<file path="config.mk">
export PLATFORM = sky130hd
export DESIGN_NAME = request_unit
export DESIGN_NICKNAME = d
export VERILOG_FILES = /design/src/rtl/cpu_types_pkg.sv /design/src/rtl/next_pc.sv /design/src/rtl/request_unit.sv
export SDC_FILE = /design/constraint.sdc
export NUM_CORES = 1
export LEC_CHECK = 0
export CORE_MARGIN = 4
export CORE_UTILIZATION = 25
export DETAILED_ROUTE_END_ITERATION = 8
export PLACE_DENSITY = 0.54
export SLEW_MARGIN = 20
export SYNTH_ARGS = -nofsm -noshare
export SYNTH_HDL_FRONTEND = slang
export SYNTH_HIERARCHICAL = 1
export SYNTH_SLANG_ARGS = --single-unit
</file>
<file path="constraint.sdc">
create_clock -name CLK -period 9.94 [get_ports CLK]
set_clock_uncertainty 0.05 [all_clocks]
set_input_delay 0.994 -clock CLK [delete_from_list [all_inputs] [get_ports CLK]]
set_output_delay 0.994 -clock CLK [all_outputs]
set_load 0.01 [all_outputs]
</file>
<file path="src/rtl/cpu_types_pkg.sv">
// Shared CPU types for the single-cycle MIPS datapath.
//   word_t      : 32-bit machine word
//   IMM_W       : width of the I-type immediate field
//   ru_state_t  : request_unit FSM states
//   JSEL_*      : JumpSel encodings driven by the control unit (3 is reserved, treated as SEQ)
package cpu_types_pkg;

    typedef logic [31:0] word_t;

    localparam int unsigned IMM_W = 16;

    typedef enum logic [1:0] {
        RU_FETCH,
        RU_DATA,
        RU_HALTED
    } ru_state_t;

    localparam logic [1:0] JSEL_SEQ = 2'd0;
    localparam logic [1:0] JSEL_J   = 2'd1;
    localparam logic [1:0] JSEL_JR  = 2'd2;

endpackage

</file>
<file path="src/rtl/next_pc.sv">
// Combinational next-PC selection for request_unit.
// Ports:
//   jump_sel_i   JumpSel from the control unit (0 seq/branch, 1 J/JAL, 2 JR, 3 treated as 0)
//   pc_src_i     branch taken
//   pc_plus4_i   PC + 4 of the current instruction
//   instr_i      low 26 bits of the current instruction (jump target / branch immediate)
//   rdat1_i      Rs value, JR target
//   npc_o        selected next PC (all arithmetic wraps modulo 2^32)
module next_pc
    import cpu_types_pkg::*;
(
    input  logic [1:0]  jump_sel_i,
    input  logic        pc_src_i,
    input  word_t       pc_plus4_i,
    input  logic [25:0] instr_i,
    input  word_t       rdat1_i,
    output word_t       npc_o
);

    word_t br_off;

    // Sign-extended word offset of the branch immediate.
    assign br_off = {{14{instr_i[IMM_W-1]}}, instr_i[IMM_W-1:0], 2'b00};

    always_comb begin
        npc_o = pc_plus4_i;
        case (jump_sel_i)
            JSEL_J:  npc_o = {pc_plus4_i[31:28], instr_i, 2'b00};
            JSEL_JR: npc_o = rdat1_i;
            default: begin
                if (pc_src_i) begin
                    npc_o = pc_plus4_i + br_off;
                end
            end
        endcase
    end

endmodule

</file>
<file path="src/rtl/request_unit.sv">
// request_unit: fetch/request stage feeding the control unit. Owns the PC, issues instruction
// and data requests to the cache, holds data requests until dhit and makes halt sticky.
// Optional performance counters are built when REQUEST_UNIT_PERF_EN is defined; otherwise
// retired_cnt/stall_cnt are tied to 0.
// Ports:
//   CLK, RST              clock, synchronous active-high reset
//   ihit, imemload        instruction valid / instruction word from cache
//   dhit                  data access completed
//   dREN, dWEN, halt      control-unit decode of the presented instruction
//   PCsrc, JumpSel, rdat1 next-PC controls and JR target
//   instr                 instruction presented to the control unit
//   pc, pc_plus4          current PC and PC+4
//   imemREN, imemaddr     instruction request
//   dmemREN, dmemWEN      data request
//   halt_out              sticky halt
//   pc_en                 retire pulse
//   retired_cnt, stall_cnt performance counters
module request_unit
    import cpu_types_pkg::*;
#(
    parameter word_t PC_INIT = 32'h0000_0000
) (
    input  logic        CLK,
    input  logic        RST,
    input  logic        ihit,
    input  logic        dhit,
    input  word_t       imemload,
    input  logic        dREN,
    input  logic        dWEN,
    input  logic        halt,
    input  logic        PCsrc,
    input  logic [1:0]  JumpSel,
    input  word_t       rdat1,
    output word_t       instr,
    output word_t       pc,
    output word_t       pc_plus4,
    output logic        imemREN,
    output word_t       imemaddr,
    output logic        dmemREN,
    output logic        dmemWEN,
    output logic        halt_out,
    output logic        pc_en,
    output word_t       retired_cnt,
    output word_t       stall_cnt
);

    ru_state_t state_q, state_d;
    word_t     pc_q, pc_d;
    word_t     instr_q, instr_d;
    word_t     npc;

    assign pc       = pc_q;
    assign pc_plus4 = pc_q + 32'd4;
    assign imemaddr = pc_q;

    next_pc u_next_pc (
        .jump_sel_i (JumpSel),
        .pc_src_i   (PCsrc),
        .pc_plus4_i (pc_plus4),
        .instr_i    (instr[25:0]),
        .rdat1_i    (rdat1),
        .npc_o      (npc)
    );

    always_ff @(posedge CLK) begin
        if (RST) begin
            state_q <= RU_FETCH;
            pc_q    <= PC_INIT;
            instr_q <= '0;
        end else begin
            state_q <= state_d;
            pc_q    <= pc_d;
            instr_q <= instr_d;
        end
    end

    always_comb begin
        state_d  = state_q;
        pc_d     = pc_q;
        instr_d  = instr_q;
        instr    = instr_q;
        imemREN  = 1'b0;
        dmemREN  = 1'b0;
        dmemWEN  = 1'b0;
        halt_out = 1'b0;
        pc_en    = 1'b0;
        case (state_q)
            RU_FETCH: begin
                imemREN = 1'b1;
                instr   = imemload;
                if (ihit) begin
                    // Halt outranks any data request decoded from the same word.
                    if (halt) begin
                        state_d = RU_HALTED;
                    end else if (dREN || dWEN) begin
                        state_d = RU_DATA;
                        instr_d = imemload;
                    end else begin
                        pc_d  = npc;
                        pc_en = 1'b1;
                    end
                end
            end
            RU_DATA: begin
                // Control unit decodes instr_q here, so dREN/dWEN stay stable until dhit.
                dmemREN = dREN;
                dmemWEN = dWEN;
                if (dhit) begin
                    pc_d    = npc;
                    pc_en   = 1'b1;
                    state_d = RU_FETCH;
                end
            end
            RU_HALTED: begin
                halt_out = 1'b1;
            end
            default: begin
                state_d = RU_FETCH;
            end
        endcase
    end

`ifdef REQUEST_UNIT_PERF_EN
    word_t retired_q, retired_d;
    word_t stall_q, stall_d;
    logic  stall;

    // HALTED never stalls or retires, so both counters freeze there.
    assign stall = ((state_q == RU_FETCH) && !ihit) || ((state_q == RU_DATA) && !dhit);

    always_comb begin
        retired_d = retired_q;
        stall_d   = stall_q;
        if (pc_en && (retired_q != 32'hFFFF_FFFF)) begin
            retired_d = retired_q + 32'd1;
        end
        if (stall && (stall_q != 32'hFFFF_FFFF)) begin
            stall_d = stall_q + 32'd1;
        end
    end

    always_ff @(posedge CLK) begin
        if (RST) begin
            retired_q <= '0;
            stall_q   <= '0;
        end else begin
            retired_q <= retired_d;
            stall_q   <= stall_d;
        end
    end

    assign retired_cnt = retired_q;
    assign stall_cnt   = stall_q;
`else
    assign retired_cnt = '0;
    assign stall_cnt   = '0;
`endif

endmodule

</file>
==> flow_summary_export.csv <==
group,metric,value,unit
run_status,run_status,"complete, no violations",
sta,worst_pin_slew,0.981,ns
grt,grt_pass1_wl,37900,um
clock_tree,cts_tree,"done",
floorplanning,die_x,170,um
clock_tree,cts_setup_buffers,0,
cells_and_area,nNetsFinal,1091,
route,viasPerCell,4.95,
floorplanning,dieArea,0.0290,mm2
sta,fin_ws,5.04,ns
route,drt_wl_total,24900,um
sta,layout_min_cycle_time,4.90,ns
clock_tree,htreeDepth,3,
setup_path,crit_required,10.16,ns
setup_path,rr_endpoint,"imemaddr[30]$_SDFFE_PP0P_",
sta,rsz0062_at_grt,"false",
logic_synthesis,async_flop_share,0,%
clock_tree,clock-sinks,66,
setup_path,critPathLaunch,"imemaddr[4]$_SDFFE_PP0P_",
sta,setup_viol,0,
cells_and_area,fillCellCount,2792,
floorplanning,start_util,25.3,%
logic_synthesis,synthCells,841,
grt,antenna_found_initial,1,
floorplanning,die_y,170,um
power_and_ir_drop,p_clk_share,34.9,%
clock_tree,clkTransAtPathRegs,0.06,ns
grt,grt_max_degree,67,
logic_synthesis,ys.flop_type,"dfxtp_1",
route,drtPass1Iterations,5,
setup_path,endpoint_kind,"flip-flop",
setup_path,critPathKind,"flip-flop to flip-flop",
logic_synthesis,synth_edf_count,0,
floorplanning,core,0.0260,mm2
placement,dp_hpwl,18300,um
logic_synthesis,synth_top_area_share,20.1,%
placement,dp_slack,5.04,ns
worst_hold_path,min_from,"instr_q[20]$_SDFFE_PP0P_",
sta,hold_viol,0,
route,wl_per_cell,18.8,um
power_and_ir_drop,leakagePower,0.00335,uW
clock_tree,clk_latency,0.35,ns
sta,relSlewSlack,34.4,%
route,drtAntennaViolNets,0,
power_and_ir_drop,switching_share,34.6,%
route,via_count,6564,
route,post-route-drc-count,0,
sta,fmax,0.204,GHz
setup_path,cp_max_fo,8,
cells_and_area,area_growth,32.4,%
power_and_ir_drop,switching_power,328,uW
logic_synthesis,synth_top_area_cell,"dfxtp_1",
setup_path,arrival,5.12,ns
route,drt_iter0_drc,437,
logic_synthesis,synthMostInstantiatedCell,"a21oi_1",
clock_tree,clock-root-buffer,"clkbuf_16",
floorplanning,ios,271,
setup_path,ff2ff_path_depth,17,
power_and_ir_drop,powerDensity,109,mW/mm2
cells_and_area,drive_above_1_share,9.30,%
clock_tree,cts_resized,0,
setup_path,cp-start-kind,"flip-flop",
power_and_ir_drop,peakVddDrop,0.0745,mV
logic_synthesis,synth_area_leaders,"dfxtp_1 20%, buf_4 11%, a21oi_1 8.5%, ha_1 6.1%, mux2_2 5.5%",
power_and_ir_drop,power,947,uW
worst_hold_path,min_to,"instr_q[20]$_SDFFE_PP0P_",
logic_synthesis,ys.warnings.count,6,
clock_tree,cts_buffers,9,
worst_hold_path,min_path_type,"flip-flop to flip-flop",
clock_tree,holdBufCountCts,0,
power_and_ir_drop,internal_power,619,uW
grt,grt_pass1_vias,6240,
logic_synthesis,ys_seq_elements,66,
floorplanning,std_cell_rows,59,
grt,track_usage,16.6,%
logic_synthesis,synth.avg_cell_area,7.82,um2
power_and_ir_drop,pwr-share-seq,30.3,%
sta,setup_tns,0,ns
sta,fin_crit_sh,49.3,%
placement,portBuffers,206,
logic_synthesis,ys_seq_area_share,20.1,%
placement,gp_congestion,0.846,
grt,gr-total-overflow,0,
flow_run,drv_cap,0,
power_and_ir_drop,combPwrFrac,34.7,%
logic_synthesis,netlist-cell-type-count,68,
sta,slew_violations,0,
clock_tree,clockBufferDepth,2,
worst_hold_path,whs_path_depth,2,
setup_path,reg2reg_from,"imemaddr[4]$_SDFFE_PP0P_",
logic_synthesis,yosys-top-cells-count,"112 x a21oi_1, 98 x buf_4, 88 x nand2_1, 66 x dfxtp_1, 49 x nand3_1",
setup_path,reg2reg_slack,5.04,ns
logic_synthesis,syn-cell-area,0.00658,mm2
==> flip-flops by register name (all words and copies together), names as in the netlist <==
| signal | flops |
|---|---|
| imemaddr | 32 |
| instr_q | 32 |
| state_q | 2 |
==> worst max-delay path by stage <==
stage / end / slack, ns / depth (start not counted)
global placement: imemaddr[30]$_SDFFE_PP0P_ / 5.05 / 17
floorplan: imemaddr[30]$_SDFFE_PP0P_ / 6.01 / 17
CTS: imemaddr[30]$_SDFFE_PP0P_ / 5.00 / 17
finish: imemaddr[30]$_SDFFE_PP0P_ / 5.04 / 17
detailed placement: imemaddr[30]$_SDFFE_PP0P_ / 5.04 / 17
global route: imemaddr[30]$_SDFFE_PP0P_ / 4.63 / 17
==> worst max-delay path, cell delays in order, from the launching register on <==
cell	delay, ns
dfxtp_1	0.51
nand3_1	0.28
nor2_1	0.81
nand4_1	0.21
xnor2_1	0.34
ha_1	0.36
a21o_1	0.21
a211oi_2	0.29
o21ai_1	0.14
a211oi_2	0.27
o31a_4	0.21
o31ai_2	0.09
a2111oi_2	0.36
nor2_1	0.10
xnor2_1	0.14
a221oi_2	0.21
nand3_1	0.09
a21oi_1	0.14
==> through the flow <==
stage / cells / cell area [um2] / hold slack (ns) / utilization, %
2_1_floorplan: 904 / 6820 / 0.384 / -
3_3_place_gp: 1308 / 8410 / 0.389 / 32.4
3_5_place_dp: 1308 / 8410 / 0.395 / 32.4
4_1_cts: 1324 / 8710 / 0.404 / 33.5
5_1_grt: 1325 / 8710 / 0.420 / 33.5
6_report: 1325 / 8710 / 0.399 / 33.5
==> cell usage in the layout, fill, tap and decap left out, types with 16 or more instances in the layout <==
master	count
a21oi_1	112
a221oi_1	32
clkdlybuf4s50_1	204
conb_1	64
dfxtp_1	66
ha_1	31
inv_1	16
mux2_2	32
mux2i_1	19
nand2_1	88
nand3_1	49
nor2_1	23
o21ai_0	42
xnor2_1	38
xor2_1	16
==> metal layers <==
metal	vias up	wire length, um	global-route usage (%)
met3	15	1510	2.76
met5	-	0	0
li1	3172	-	-
met4	0	244	4.20
met1	3148	11300	22.7
met2	229	11800	27.2
==> power by group through the flow <==
| stage | Combinational [uW] | Sequential (uW) | Clock, uW |
|---|---|---|---|
| floorplan | 219 | 291 | 0 |
| global placement | 328 | 292 | 0 |
| detailed placement | 328 | 293 | 0 |
| CTS | 330 | 287 | 338 |
| global route | 358 | 289 | 348 |
| finish | 329 | 287 | 331 |
==> cell families (layout without fill, tap and decap cells) <==
group	count (synthesis)	after routing	synth area share, %
AND/OR/NAND/NOR	221	221	16.9
XOR/XNOR	54	54	7.19
adder cells (fa/ha/maj)	33	33	6.39
other	1	65	0.0570
multiplexers	51	51	8.37
flip-flops	66	66	20.1
AO/OA/AOI/OAI	251	251	25.3
buffers and inverters	164	249	15.7
==> area by class of cell <==
class                      instances  area [um2]  area share, %
multi-input combinational        674        4480           51.5
timing repair buffer             216        2130           24.4
antenna                            1        2.50         0.0287
clock inverter                     7        70.1          0.804
tap                              335         419           4.81
clock buffer                       9         225           2.59
sequential                        66        1320           15.2
inverter                          17        63.8          0.733
(Power assumes the default switching activity.)
